===== config.mk =====
export PLATFORM = sky130hd
export DESIGN_NAME = if_fetch_unit
export DESIGN_NICKNAME = d
export VERILOG_FILES = /design/src/rtl/if_fetch_unit.sv
export SDC_FILE = /design/constraint.sdc
export NUM_CORES = 1
export LEC_CHECK = 0
export ABC_CLOCK_PERIOD_IN_PS = 8100
export BUFFER_PORTS_ARGS = -buffer_cell sky130_fd_sc_hd__clkbuf_2
export CAP_MARGIN = 10
export CORE_MARGIN = 3
export CORE_UTILIZATION = 30
export DETAILED_ROUTE_END_ITERATION = 12
export GPL_ROUTABILITY_DRIVEN = 0
export HOLD_SLACK_MARGIN = 0.03
export PLACE_DENSITY = 0.46
export SLEW_MARGIN = 40
export SYNTH_ARGS = -nofsm -noshare
export SYNTH_HDL_FRONTEND = slang
export SYNTH_SLANG_ARGS = --single-unit
export TNS_END_PERCENT = 20

===== constraint.sdc =====
create_clock -name clk_i -period 8.1 [get_ports clk_i]
set_clock_uncertainty 0.05 [all_clocks]
set_input_delay 2.025 -clock clk_i [delete_from_list [all_inputs] [get_ports clk_i]]
set_output_delay 2.025 -clock clk_i [all_outputs]
set_load 0.02 [all_outputs]

===== src/rtl/if_fetch_unit.sv =====
`default_nettype none
// ============================================================================
// Module   : if_fetch_unit
// Purpose  : Instruction-fetch stage. Owns the PC, runs a req/ready handshake
//            to a variable-latency instruction memory, and presents the
//            {PC+4, instruction} pair to the IF/ID pipeline register. A
//            one-entry skid buffer absorbs a response that lands while decode
//            is stalled. Redirects are honoured even while a request is in
//            flight, in which case the in-flight response is discarded.
// Ports    : clk_i, rst_i (async, active-high)
//            stall_i          decode stall (also IF/ID Keep)
//            redirect_i       branch/jump taken
//            redirect_pc_i    redirect target, bits [1:0] forced to 00
//            imem_req_o       memory request
//            imem_addr_o      memory request address
//            imem_ready_i     memory response valid
//            imem_data_i      memory response word
//            pcp4_o / inst_o  offered PC+4 / instruction
//            valid_o          slot holds an instruction
//            flush_o          IF/ID Reset
//            fetch_cnt_o      instructions consumed downstream
// Revision : 1.0  initial release
// ============================================================================
module if_fetch_unit #(
  parameter logic [31:0] RESET_PC = 32'h0000_0000
) (
  input  logic        clk_i,
  input  logic        rst_i,
  input  logic        stall_i,
  input  logic        redirect_i,
  input  logic [31:0] redirect_pc_i,
  output logic        imem_req_o,
  output logic [31:0] imem_addr_o,
  input  logic        imem_ready_i,
  input  logic [31:0] imem_data_i,
  output logic [31:0] pcp4_o,
  output logic [31:0] inst_o,
  output logic        valid_o,
  output logic        flush_o,
  output logic [31:0] fetch_cnt_o
);

  typedef enum logic [1:0] {
    S_IDLE    = 2'd0,
    S_REQ     = 2'd1,
    S_STALLED = 2'd2,
    S_DISCARD = 2'd3
  } state_t;

  state_t      state_q, state_d;
  logic [31:0] pc_q, pc_d;
  logic [31:0] old_addr_q, old_addr_d;
  logic        valid_q, valid_d;
  logic [31:0] inst_q, inst_d;
  logic [31:0] pcp4_q, pcp4_d;
  logic [31:0] skid_inst_q, skid_inst_d;
  logic [31:0] skid_pcp4_q, skid_pcp4_d;
  logic [31:0] fetch_cnt_q, fetch_cnt_d;

  logic [31:0] pc_plus4;
  logic [31:0] redirect_target;
  logic        consume;
  logic        accept;
  logic        unused_redirect_lsbs;

  assign pc_plus4        = pc_q + 32'd4;
  assign redirect_target = {redirect_pc_i[31:2], 2'b00};
  assign unused_redirect_lsbs = ^redirect_pc_i[1:0];

  // A redirect flushes IF/ID, so the slot content is killed rather than
  // handed downstream on that edge.
  assign consume = valid_q & ~stall_i & ~redirect_i;
  assign accept  = ~valid_q | consume;

  // Request interface decodes state only; DISCARD keeps the old address on
  // the bus because an issued request may not be withdrawn.
  assign imem_req_o  = (state_q == S_REQ) || (state_q == S_DISCARD);
  assign imem_addr_o = (state_q == S_DISCARD) ? old_addr_q : pc_q;

  assign flush_o     = redirect_i | (~valid_q & ~stall_i);
  assign valid_o     = valid_q;
  assign inst_o      = inst_q;
  assign pcp4_o      = pcp4_q;
  assign fetch_cnt_o = fetch_cnt_q;

  always_comb begin
    state_d     = state_q;
    pc_d        = pc_q;
    old_addr_d  = old_addr_q;
    valid_d     = valid_q;
    inst_d      = inst_q;
    pcp4_d      = pcp4_q;
    skid_inst_d = skid_inst_q;
    skid_pcp4_d = skid_pcp4_q;
    fetch_cnt_d = fetch_cnt_q;

    if (consume) begin
      fetch_cnt_d = fetch_cnt_q + 32'd1;
      valid_d     = 1'b0;
    end

    if (redirect_i) begin
      valid_d     = 1'b0;
      skid_inst_d = 32'd0;
      skid_pcp4_d = 32'd0;
      pc_d        = redirect_target;
      unique case (state_q)
        S_REQ: begin
          if (!imem_ready_i) begin
            old_addr_d = pc_q;
            state_d    = S_DISCARD;
          end else begin
            state_d    = S_REQ;
          end
        end
        // The outstanding response may retire on this same edge; in that
        // case nothing is left to discard.
        S_DISCARD: state_d = imem_ready_i ? S_REQ : S_DISCARD;
        default:   state_d = S_REQ;
      endcase
    end else begin
      unique case (state_q)
        S_IDLE: state_d = S_REQ;
        S_REQ: begin
          if (imem_ready_i) begin
            pc_d = pc_plus4;
            if (accept) begin
              valid_d = 1'b1;
              inst_d  = imem_data_i;
              pcp4_d  = pc_plus4;
            end else begin
              skid_inst_d = imem_data_i;
              skid_pcp4_d = pc_plus4;
              state_d     = S_STALLED;
            end
          end
        end
        S_STALLED: begin
          if (consume) begin
            valid_d = 1'b1;
            inst_d  = skid_inst_q;
            pcp4_d  = skid_pcp4_q;
            state_d = S_REQ;
          end
        end
        S_DISCARD: begin
          if (imem_ready_i) state_d = S_REQ;
        end
        default: state_d = S_IDLE;
      endcase
    end
  end

  always_ff @(posedge clk_i or posedge rst_i) begin
    if (rst_i) begin
      state_q     <= S_IDLE;
      pc_q        <= RESET_PC;
      old_addr_q  <= RESET_PC;
      valid_q     <= 1'b0;
      inst_q      <= 32'd0;
      pcp4_q      <= 32'd0;
      skid_inst_q <= 32'd0;
      skid_pcp4_q <= 32'd0;
      fetch_cnt_q <= 32'd0;
    end else begin
      state_q     <= state_d;
      pc_q        <= pc_d;
      old_addr_q  <= old_addr_d;
      valid_q     <= valid_d;
      inst_q      <= inst_d;
      pcp4_q      <= pcp4_d;
      skid_inst_q <= skid_inst_d;
      skid_pcp4_q <= skid_pcp4_d;
      fetch_cnt_q <= fetch_cnt_d;
    end
  end

endmodule
`default_nettype wire


==> metrics.csv, run 1 <==
stage,metric,value,unit
timing,finalCriticalPeriod,5048,ps
floorplanning,coreArea,34880,µm²
place,dp_slack,3015,ps
setup_path,worst-path-max-fanout,54,
global_routing,grt_use_total,0.1533,
logic_synthesis,ys.flop_type,dfrtp_1,
logic_synthesis,synth_cells,1084,
setup_path,critPathRequiredTime,6030,ps
final_layout,multi_input_area,4798,µm²
setup_path,path_class,input pin to primary output,
logic_synthesis,ys_warn_count,0,
floorplanning,num_rows,68,
cts,cts_hold_buf,0,
cts,htree_levels,1,
cts,cts_buffer_depth,3,
routing,via_count,8175,
timing,fin_ws,3052,ps
global_routing,grt_antenna_before_repair,0,
routing,drt_pass1_iterations,6,
logic_synthesis,ys_seq_elements,221,
global_routing,grt_pass1_vias,8196,
setup_path,r2r_slack,5250,ps
cts,clk_latency,530,ps
cts,root_buffer,clkbuf_16,
job,maxCapViolations,0,
routing,drc,0,
power_and_ir_drop,power,4.046,mW
floorplanning,io_pins,200,
logic_synthesis,avgSynthCellArea,9.875,µm²
routing,ant_nets,0,
final_layout,nets,1311,
setup_path,end_kind,primary output,
timing,worstMarginPinSlew,763.2,ps
cts,cts_setup_buffers,0,
power_and_ir_drop,power_density,310.6,nW/µm²
final_layout,antenna_cells,0,
cts,cts.clk_slew.worst_paths,60,ps
status,status,completed,
timing,period_share,0.6232,
timing,setup_tns,0,ps
logic_synthesis,synth_edf_count,0,
routing,vias_per_cell,4.781,
timing,relSlewSlack,0.4865,
cts,cts_sinks,221,
timing,fmax,0.1981,GHz
timing,slew_viol_final,0,
place,hpwl,19750,µm
cts,cts_tree,done,
cts,cts_buffers,26,
global_routing,grt_pass1_wl,47870,µm
floorplanning,start_util,0.3069,
timing,setup_violations,0,
routing,routed_wl,29690,µm
routing,wl_per_cell,17.36,µm
min_path,hold_path_class,flip-flop to flip-flop,
global_routing,grt_overflow,0,
floorplanning,die_width,194.9,µm
timing,timing.hold.ws,413.9,ps
timing,hold_viol,0,
logic_synthesis,ys_seq_area_frac,0.5167,
final_layout,syn2layout_area_growth,21.71,%
logic_synthesis,async_reset_ff_frac,1.000,
timing,rsz0062_at_grt,no,
logic_synthesis,synth_cell_types,53,
power_and_ir_drop,p_leak,5.723,nW
routing,drt_iter0_drc,337,
setup_path,critPathLaunchType,input pin,
global_routing,grt_max_degree,83,
final_layout,nFillCells,3613,
final_layout,drive_above_1_share,0.2701,
logic_synthesis,synth_area,10700,µm²
power_and_ir_drop,peakVddDrop,0.0001539,V
floorplanning,dieArea,37980,µm²
final_layout,regArea,5530,µm²
floorplanning,die_h,194.9,µm
cts,cts_resized,0,
place,io_buffers,195,
setup_path,worstPathArrival,2970,ps
final_layout,final_util,0.3735,
## worst max-delay path, cell delays in order
cell and delay, ps:
buf_4 500, o21bai_1 210, clkbuf_2 190
## report_power, final
group          switching [mW]  leakage (nW)  internal, mW
clock                   0.477         0.452         0.758
sequential              0.179          2.85          1.37
combinational           0.792          2.42         0.469
## synthesized netlist by cell type, types with 21 or more instances
cell type	n	area, µm²
nand3_1	32	160.2
a21oi_1	59	295.3
xnor2_1	48	420.4
dfrtp_1	221	5530
mux2_2	60	675.7
clkbuf_1	46	172.7
xor2_1	36	315.3
o21ai_0	92	460.4
nand2_1	184	690.7
mux2i_1	34	340.3
nor3_1	21	105.1
nor2_1	71	266.5
## registers in the layout (all words and copies together), names as in the netlist
name and count:
inst_o 32, fetch_cnt_o 32, pcp4_o 31, skid_inst_q 32, old_addr_q 30, pc_q 30, skid_pcp4_q 31, state_q 2
valid_o 1
## cell families (layout without fill, tap and decap cells)
group / after synthesis / in the layout / share of synthesized area
AND/OR/NAND/NOR: 384 / 384 / 0.1709
flip-flops: 221 / 221 / 0.5167
AO/OA/AOI/OAI: 197 / 197 / 0.1042
buffers and inverters: 98 / 268 / 0.03846
multiplexers: 94 / 94 / 0.09492
XOR/XNOR: 84 / 84 / 0.06873
adder cells (fa/ha/maj): 5 / 5 / 0.005845
other: 1 / 2 / 0.0003503
## final timing paths
| kind | startpoint | endpoint | cells after the start |
|---|---|---|---|
| min in group asynchronous | rst_i | fetch_cnt_o[31] | 2 |
| max | redirect_i | flush_o | 3 |
| max reg2reg | state_q[1] | pc_q[29] | 7 |
| max in group asynchronous | rst_i | pc_q[7] | 4 |
| min reg2reg | fetch_cnt_o[31] | fetch_cnt_o[31] | 1 |
| min | fetch_cnt_o[31] | fetch_cnt_o[31] | 1 |
## layout by cell type (no fill, tap or decap), types with 5 or more instances in the layout
master | Yosys | routed
clkbuf_8 | 0 | 10
mux2_2 | 60 | 60
xnor2_1 | 48 | 48
o22ai_1 | 10 | 10
nor2_1 | 71 | 71
nand2_1 | 184 | 184
nand4_1 | 18 | 18
nor4_1 | 13 | 11
and3_1 | 10 | 10
clkbuf_16 | 0 | 27
clkbuf_2 | 1 | 194
inv_1 | 12 | 11
a211oi_1 | 19 | 19
and4_1 | 5 | 5
a21oi_1 | 59 | 59
buf_4 | 3 | 7
o21ai_0 | 92 | 92
nand3_1 | 32 | 32
nor3_1 | 21 | 21
mux2i_1 | 34 | 34
dfrtp_1 | 221 | 221
xor2_1 | 36 | 36
## metrics by stage
step	instance area, µm²	std cells
final	13030	1710
after global routing	13030	1710
after CTS	13020	1710
after detailed placement	12110	1664
after global placement	12010	1659
after floorplan	10710	1085
## routing by layer
layer	part of all wire	vias up	GRT usage
li1	-	4035	-
met1	0.49	3920	0.2232
met3	0.052	36	0.03155
met5	0	-	0
met4	0.015	0	0.03037
met2	0.45	184	0.2376
## layout make-up
type | count | share of cell area
flip-flops and latches | 221 | 0.4245
repair buffers | 210 | 0.09028
inverters | 12 | 0.003746
clock inverters | 6 | 0.006147
well taps | 455 | 0.04370
clock buffers | 40 | 0.06329
multi-input cells | 766 | 0.3683
(Power assumes the default switching activity.)
==> inputs of run 2 (changes only) <==
--- a/config.mk
+++ b/config.mk
@@ -5,7 +5,7 @@
 export SDC_FILE = /design/constraint.sdc
 export NUM_CORES = 1
 export LEC_CHECK = 0
-export ABC_CLOCK_PERIOD_IN_PS = 8100
+export ABC_CLOCK_PERIOD_IN_PS = 4700
 export BUFFER_PORTS_ARGS = -buffer_cell sky130_fd_sc_hd__clkbuf_2
 export CAP_MARGIN = 10
 export CORE_MARGIN = 3
@@ -13,7 +13,7 @@
 export DETAILED_ROUTE_END_ITERATION = 12
 export GPL_ROUTABILITY_DRIVEN = 0
 export HOLD_SLACK_MARGIN = 0.03
-export PLACE_DENSITY = 0.46
+export PLACE_DENSITY = 0.44
 export SLEW_MARGIN = 40
 export SYNTH_ARGS = -nofsm -noshare
 export SYNTH_HDL_FRONTEND = slang
==> constraint.sdc (replaced) <==
create_clock -name clk_i -period 4.7 [get_ports clk_i]
set_clock_uncertainty 0.05 [all_clocks]
set_input_delay 1.175 -clock clk_i [delete_from_list [all_inputs] [get_ports clk_i]]
set_output_delay 1.175 -clock clk_i [all_outputs]
set_load 0.02 [all_outputs]
==> run 2 against run 1 <==
Effect of this change:
- core utilization shrank 0.20 points
- routed wire length down 0.18%
- via count down 0.33%
- global-route usage barely moved
- critical path type is now flip-flop to primary output
- non-clock buffer count grew 2
- sequential share of layout area grew 0.23 points
- combinational power is 72% higher
- count of clock-buffer cells in the layout increased by 3
==> metrics.csv, run 2 (synthesis results as in run 1) <==
stage,metric,value,unit,change
global_routing,grt_pass1_vias,8216,,"was 8,196"
floorplanning,coreArea,34880,µm²,unchanged
setup_path,worstPathArrival,2180,ps,was 2970 ps
routing,ant_nets,0,,unchanged
min_path,min_to,fetch_cnt_o[31],,unchanged
min_path,min_path_cells,1,,unchanged
final_layout,stdcell_area,12960,µm²,"was 13,030 µm²"
routing,wl_per_cell,17.31,µm,was 17.36 µm
timing,setup_violations,0,,unchanged
final_layout,drive_above_1_share,0.2665,,was 0.2701
floorplanning,dieArea,37980,µm²,unchanged
min_path,hold_path_class,flip-flop to flip-flop,,unchanged
timing,worstMarginPinSlew,740.7,ps,was 763.2 ps
setup_path,path_class,flip-flop to primary output,,was input pin to primary output
final_layout,nets,1314,,"was 1,311"
routing,drc,0,,unchanged
cts,cts_hold_buf,0,,unchanged
cts,root_buffer,clkbuf_16,,unchanged
final_layout,layout_commonest_cell,dfrtp_1,,unchanged
cts,cts_buffers,27,,was 26
final_layout,instances_no_fill,1712,,"was 1,710"
routing,vias_per_cell,4.759,,was 4.781
place,io_buffers,195,,unchanged
global_routing,grt_use_total,0.1535,,was 0.1533
setup_path,reg2regPathDepth,7,,unchanged
floorplanning,start_util,0.3069,,unchanged
setup_path,critPathLaunchType,flip-flop,,was input pin
cts,clk_latency,540,ps,was 530 ps
place,placed_cell_area,12090,µm²,"was 12,110 µm²"
power_and_ir_drop,power,6.832,mW,was 4.046 mW
routing,drt_iter0_drc,365,,was 337
final_layout,syn2layout_area_growth,21.04,%,was 21.71%
setup_path,cpMaxStageDelayCell,dfrtp_1,,was buf_4
routing,routed_wl,29640,µm,"was 29,690 µm"
final_layout,antenna_cells,0,,unchanged
place,dp_cells,1665,,"was 1,664"
timing,relSlewSlack,0.5016,,was 0.4865
cts,cts_setup_buffers,0,,unchanged
cts,cts_buffer_depth,3,,unchanged
timing,period_share,0.7242,,
timing,hold_viol,0,,unchanged
setup_path,r2r_slack,1800,ps,was 5250 ps
cts,cts_resized,0,,unchanged
place,dp_slack,1189,ps,was 3015 ps
setup_path,cp-startpoint,state_q[1],,was redirect_i
timing,slew_viol_final,0,,unchanged
global_routing,grt_pass1_wl,47750,µm,"was 47,870 µm"
setup_path,slowest_delay,430,ps,was 500 ps
global_routing,grt_overflow,0,,unchanged
power_and_ir_drop,peakVddDrop,0.0002841,V,was 0.0001539 V
timing,timing.hold.ws,416.8,ps,was 413.9 ps
floorplanning,die_width,194.9,µm,unchanged
cts,htree_levels,1,,unchanged
floorplanning,io_pins,200,,unchanged
timing,finalCriticalPeriod,3404,ps,
setup_path,cp_cell_sequence,"ha_1, buf_4, mux2_2, clkbuf_2",,"was buf_4, o21bai_1, clkbuf_2"
setup_path,critPathRequiredTime,3470,ps,was 6030 ps
setup_path,end_kind,primary output,,unchanged
power_and_ir_drop,p_leak,5.688,nW,was 5.723 nW
floorplanning,die_h,194.9,µm,unchanged
setup_path,worst-path-max-fanout,35,,was 54
power_and_ir_drop,power_density,527.3,nW/µm²,was 310.6 nW/µm²
timing,fin_ws,1296,ps,was 3052 ps
setup_path,r2r-start,state_q[1],,unchanged
cts,cts.clk_slew.worst_paths,50,ps,was 60 ps
global_routing,grt_antenna_before_repair,0,,unchanged
routing,via_count,8148,,"was 8,175"
routing,drt_pass1_iterations,4,,was 6
job,maxCapViolations,0,,unchanged
status,status,completed,,unchanged
timing,fmax,0.2938,GHz,
setup_path,r2r-end,skid_pcp4_q[8],,was pc_q[29]
place,hpwl,19540,µm,"was 19,750 µm"
timing,rsz0062_at_grt,no,,unchanged
min_path,hp-start,fetch_cnt_o[31],,unchanged
timing,setup_tns,0,ps,unchanged
final_layout,final_util,0.3714,,was 0.3735
final_layout,final_cell_mix,"221 x dfrtp_1, 194 x clkbuf_2, 184 x nand2_1, 92 x o21ai_0, 71 x nor2_1",,unchanged
global_routing,grt_max_degree,135,,was 83
cts,cts_sinks,221,,unchanged
floorplanning,num_rows,68,,unchanged
cts,cts_tree,done,,unchanged
## run 2: cell types whose count changed in the layout (fill, tap and decap cells not counted)
cell and delta:
buf_6 -3, and2_2 +1, clkbuf_1 +5, nor4_2 -1, and2_4 -1, clkbuf_8 -2
inv_6 +1, buf_4 +5, clkinv_2 -3, nor4_1 +1, clkinvlp_4 +1, bufinv_16 -2
## run 2: power breakdown
part           switching [mW]  leakage, nW  internal [mW]
clock                   0.803        0.408           1.18
combinational            1.36         2.43          0.809
sequential              0.322         2.85           2.36
total                    2.48         5.69           4.35
## run 2: final cells by class
type	count	area, µm²
clock buffer	43	815.8
fill	3621	21930
multi-input combinational	766	4791
clock inverter	3	21.27
tap	455	569.3
sequential	221	5530
inverter	12	48.80
timing repair buffer	212	1180
## run 2: worst max path at each step
stage	endpoint	slack (ps)	cells past startpoint
6_report	imem_addr_o[5]	1300	4
3_5_place_dp	fetch_cnt_o[17]	1190	6
3_3_place_gp	fetch_cnt_o[17]	1190	6
2_1_floorplan	fetch_cnt_o[0]	590	1
5_1_grt	imem_addr_o[4]	1140	4
4_1_cts	imem_addr_o[5]	1240	4
## run 2: routing by layer
layer / routed length (µm) / part of all wire / global-route usage
met5: 0 / 0 / 0
met4: 470 / 0.016 / 0.03354
met3: 1432 / 0.048 / 0.03137
met2: 13090 / 0.44 / 0.2390
met1: 14640 / 0.49 / 0.2213
## run 2: worst max-delay path, delay by kind of cell (launching register included)
| kind | cells | cell delay [ps] |
|---|---|---|
| muxes | 1 | 430 |
| buffers and inverters | 2 | 590 |
| adders and majority gates | 1 | 170 |
| DFF | 1 | 430 |
==> inputs of run 3 (changes only) <==
--- a/config.mk
+++ b/config.mk
@@ -5,7 +5,7 @@
 export SDC_FILE = /design/constraint.sdc
 export NUM_CORES = 1
 export LEC_CHECK = 0
-export ABC_CLOCK_PERIOD_IN_PS = 4700
+export ABC_CLOCK_PERIOD_IN_PS = 3300
 export BUFFER_PORTS_ARGS = -buffer_cell sky130_fd_sc_hd__clkbuf_2
 export CAP_MARGIN = 10
 export CORE_MARGIN = 3
==> constraint.sdc (replaced) <==
create_clock -name clk_i -period 3.3 [get_ports clk_i]
set_clock_uncertainty 0.05 [all_clocks]
set_input_delay 0.825 -clock clk_i [delete_from_list [all_inputs] [get_ports clk_i]]
set_output_delay 0.825 -clock clk_i [all_outputs]
set_load 0.02 [all_outputs]
==> run 3 against run 2 <==
Effect of this change:
- critical path type unchanged
- largest cell class unchanged
- sequential power grew 42%
- cell count grew 0.53%
- die area is the same
==> metrics.csv, run 3 (synthesis results as in run 1) <==
stage,metric,value,unit,change
global_routing,grt_max_degree,95,,was 135
setup_path,worstPathArrival,2170,ps,was 2180 ps
global_routing,grt_pass1_wl,48470,µm,"was 47,750 µm"
final_layout,drive_above_1_share,0.2725,,was 0.2665
final_layout,final_cell_mix,"221 x dfrtp_1, 194 x clkbuf_2, 184 x nand2_1, 92 x o21ai_0, 71 x nor2_1",,unchanged
timing,slew_viol_final,0,,unchanged
power_and_ir_drop,power,9.876,mW,was 6.832 mW
timing,relSlewSlack,0.5126,,was 0.5016
floorplanning,start_util,0.3069,,unchanged
final_layout,final_util,0.3738,,was 0.3714
setup_path,end_kind,primary output,,unchanged
routing,vias_per_cell,4.744,,was 4.759
floorplanning,die_h,194.9,µm,unchanged
power_and_ir_drop,peakVddDrop,0.0004251,V,was 0.0002841 V
global_routing,grt_use_total,0.1549,,was 0.1535
setup_path,worst-path-buf-inv,2,,unchanged
job,maxCapViolations,0,,unchanged
power_and_ir_drop,p_int,6.359,mW,was 4.349 mW
power_and_ir_drop,p_sw,3.517,mW,was 2.483 mW
routing,drc,0,,unchanged
setup_path,r2r_slack,600,ps,was 1800 ps
routing,via_count,8164,,"was 8,148"
timing,worstMarginPinSlew,724.4,ps,was 740.7 ps
final_layout,syn2layout_area_growth,21.81,%,was 21.04%
power_and_ir_drop,comb_power_share,0.313,,was 0.317
floorplanning,dieArea,37980,µm²,unchanged
cts,cts_buffers,27,,unchanged
timing,setup_tns,0,ps,unchanged
power_and_ir_drop,pwr-share-seq,0.387,,was 0.393
global_routing,grt_pass1_vias,8325,,"was 8,216"
routing,ant_nets,0,,unchanged
cts,cts_tree,done,,unchanged
timing,setup_violations,0,,unchanged
final_layout,stdcell_area,13040,µm²,"was 12,960 µm²"
timing,period_share,0.9240,,
cts,cts_setup_buffers,0,,unchanged
power_and_ir_drop,clkPwrFrac,0.301,,was 0.290
place,placed_cell_area,12160,µm²,"was 12,090 µm²"
cts,cts_sinks,221,,unchanged
final_layout,antenna_cells,0,,unchanged
setup_path,slowest_delay,440,ps,was 430 ps
cts,cts_resized,0,,unchanged
final_layout,nets,1323,,"was 1,314"
cts,htree_levels,1,,unchanged
setup_path,path_class,flip-flop to primary output,,unchanged
place,io_buffers,195,,unchanged
routing,drt_iter0_drc,403,,was 365
setup_path,critPathLaunchType,flip-flop,,unchanged
setup_path,critPathRequiredTime,2420,ps,was 3470 ps
status,status,completed,,unchanged
power_and_ir_drop,p_sw_frac,0.3561,,was 0.3634
timing,timing.hold.ws,159.1,ps,was 416.8 ps
cts,cts.clk_slew.worst_paths,60,ps,was 50 ps
floorplanning,io_pins,200,,unchanged
global_routing,grt_antenna_before_repair,0,,unchanged
cts,cts_buffer_depth,3,,unchanged
place,hpwl,20050,µm,"was 19,540 µm"
setup_path,worst-path-max-fanout,35,,unchanged
setup_path,cpMaxStageDelayCell,dfrtp_1,,unchanged
timing,hold_viol,0,,unchanged
floorplanning,die_width,194.9,µm,unchanged
setup_path,critical_path.top_delay_family,buffers and inverters,,unchanged
min_path,hold_path_class,input pin to async pin,,was flip-flop to flip-flop
timing,rsz0062_at_grt,no,,unchanged
cts,cts_hold_buf,0,,unchanged
global_routing,grt_overflow,0,,unchanged
power_and_ir_drop,power_density,757.5,nW/µm²,was 527.3 nW/µm²
final_layout,layout_commonest_cell,dfrtp_1,,unchanged
cts,root_buffer,clkbuf_16,,unchanged
cts,clk_latency,530,ps,was 540 ps
setup_path,cp_cell_sequence,"ha_1, buf_4, mux2_2, clkbuf_2",,unchanged
timing,finalCriticalPeriod,3049,ps,
timing,fmax,0.3280,GHz,
floorplanning,num_rows,68,,unchanged
routing,drt_pass1_iterations,4,,unchanged
power_and_ir_drop,p_leak,5.752,nW,was 5.688 nW
routing,wl_per_cell,17.15,µm,was 17.31 µm
routing,routed_wl,29520,µm,"was 29,640 µm"
floorplanning,coreArea,34880,µm²,unchanged
==> run 3: cell types whose count changed in the layout (fill, tap and decap cells not counted) <==
cell        change
buf_16          -1
nor4_1          +1
clkinvlp_4      -1
clkbuf_8        -3
buf_6           -1
clkbuf_1        -2
nor4_2          -1
bufinv_16       +3
clkinv_2        +4
buf_4          +11
inv_6           -1
==> run 3: stage by stage <==
step | cells | setup slack [ps]
floorplan | 1085 | -457.1
global placement | 1675 | 586.3
detailed placement | 1675 | 581.4
CTS | 1721 | 177.0
global route | 1721 | 114.0
finish | 1721 | 250.8
==> run 3: layer usage <==
| layer | track usage | vias to the layer above | wire length (µm) | part of all wire |
|---|---|---|---|---|
| met2 | 0.2395 | 187 | 12820 | 0.43 |
| met1 | 0.2272 | 3877 | 14520 | 0.49 |
| met5 | 0 | - | 0 | 0 |
| li1 | - | 4063 | - | - |
| met3 | 0.02981 | 37 | 1582 | 0.054 |
| met4 | 0.03037 | 0 | 598 | 0.020 |
==> run 3: power groups by stage <==
stage,clock network [mW],logic (mW),registers [mW]
after global routing,3.20,3.41,3.91
after CTS,3.09,3.17,3.84
after floorplan,0,1.62,4.22
after global placement,0,3.14,3.86
final,2.97,3.09,3.82
after detailed placement,0,3.16,3.89
==> run 3: final timing paths <==
| path | start | to | depth (start not counted) |
|---|---|---|---|
| setup / recovery | state_q[1] | imem_addr_o[4] | 4 |
| hold / removal | rst_i | inst_o[5] | 2 |
| setup reg to reg | state_q[1] | inst_o[25] | 6 |
| hold reg to reg | fetch_cnt_o[31] | fetch_cnt_o[31] | 1 |
| max in group asynchronous | rst_i | pcp4_o[16] | 3 |
| min in group clk_i | fetch_cnt_o[31] | fetch_cnt_o[31] | 1 |
==> run 3: worst reg2reg max path, cell delays in order (launching register included) <==
cell and delay (ps):
dfrtp_1 440, inv_1 80, ha_1 330, mux2_2 400
a22oi_2 570, buf_4 500, o21ai_0 190
==> run 3: area by class of cell <==
| type | instances | area [µm²] |
|---|---|---|
| flip-flops and latches | 221 | 5530 |
| multi-input cells | 766 | 4785 |
| fillers | 3601 | 21840 |
| repair buffers | 221 | 1224 |
| inverters | 12 | 48.80 |
| clock buffers | 38 | 767.0 |
| clock inverters | 8 | 115.1 |
| well taps | 455 | 569.3 |
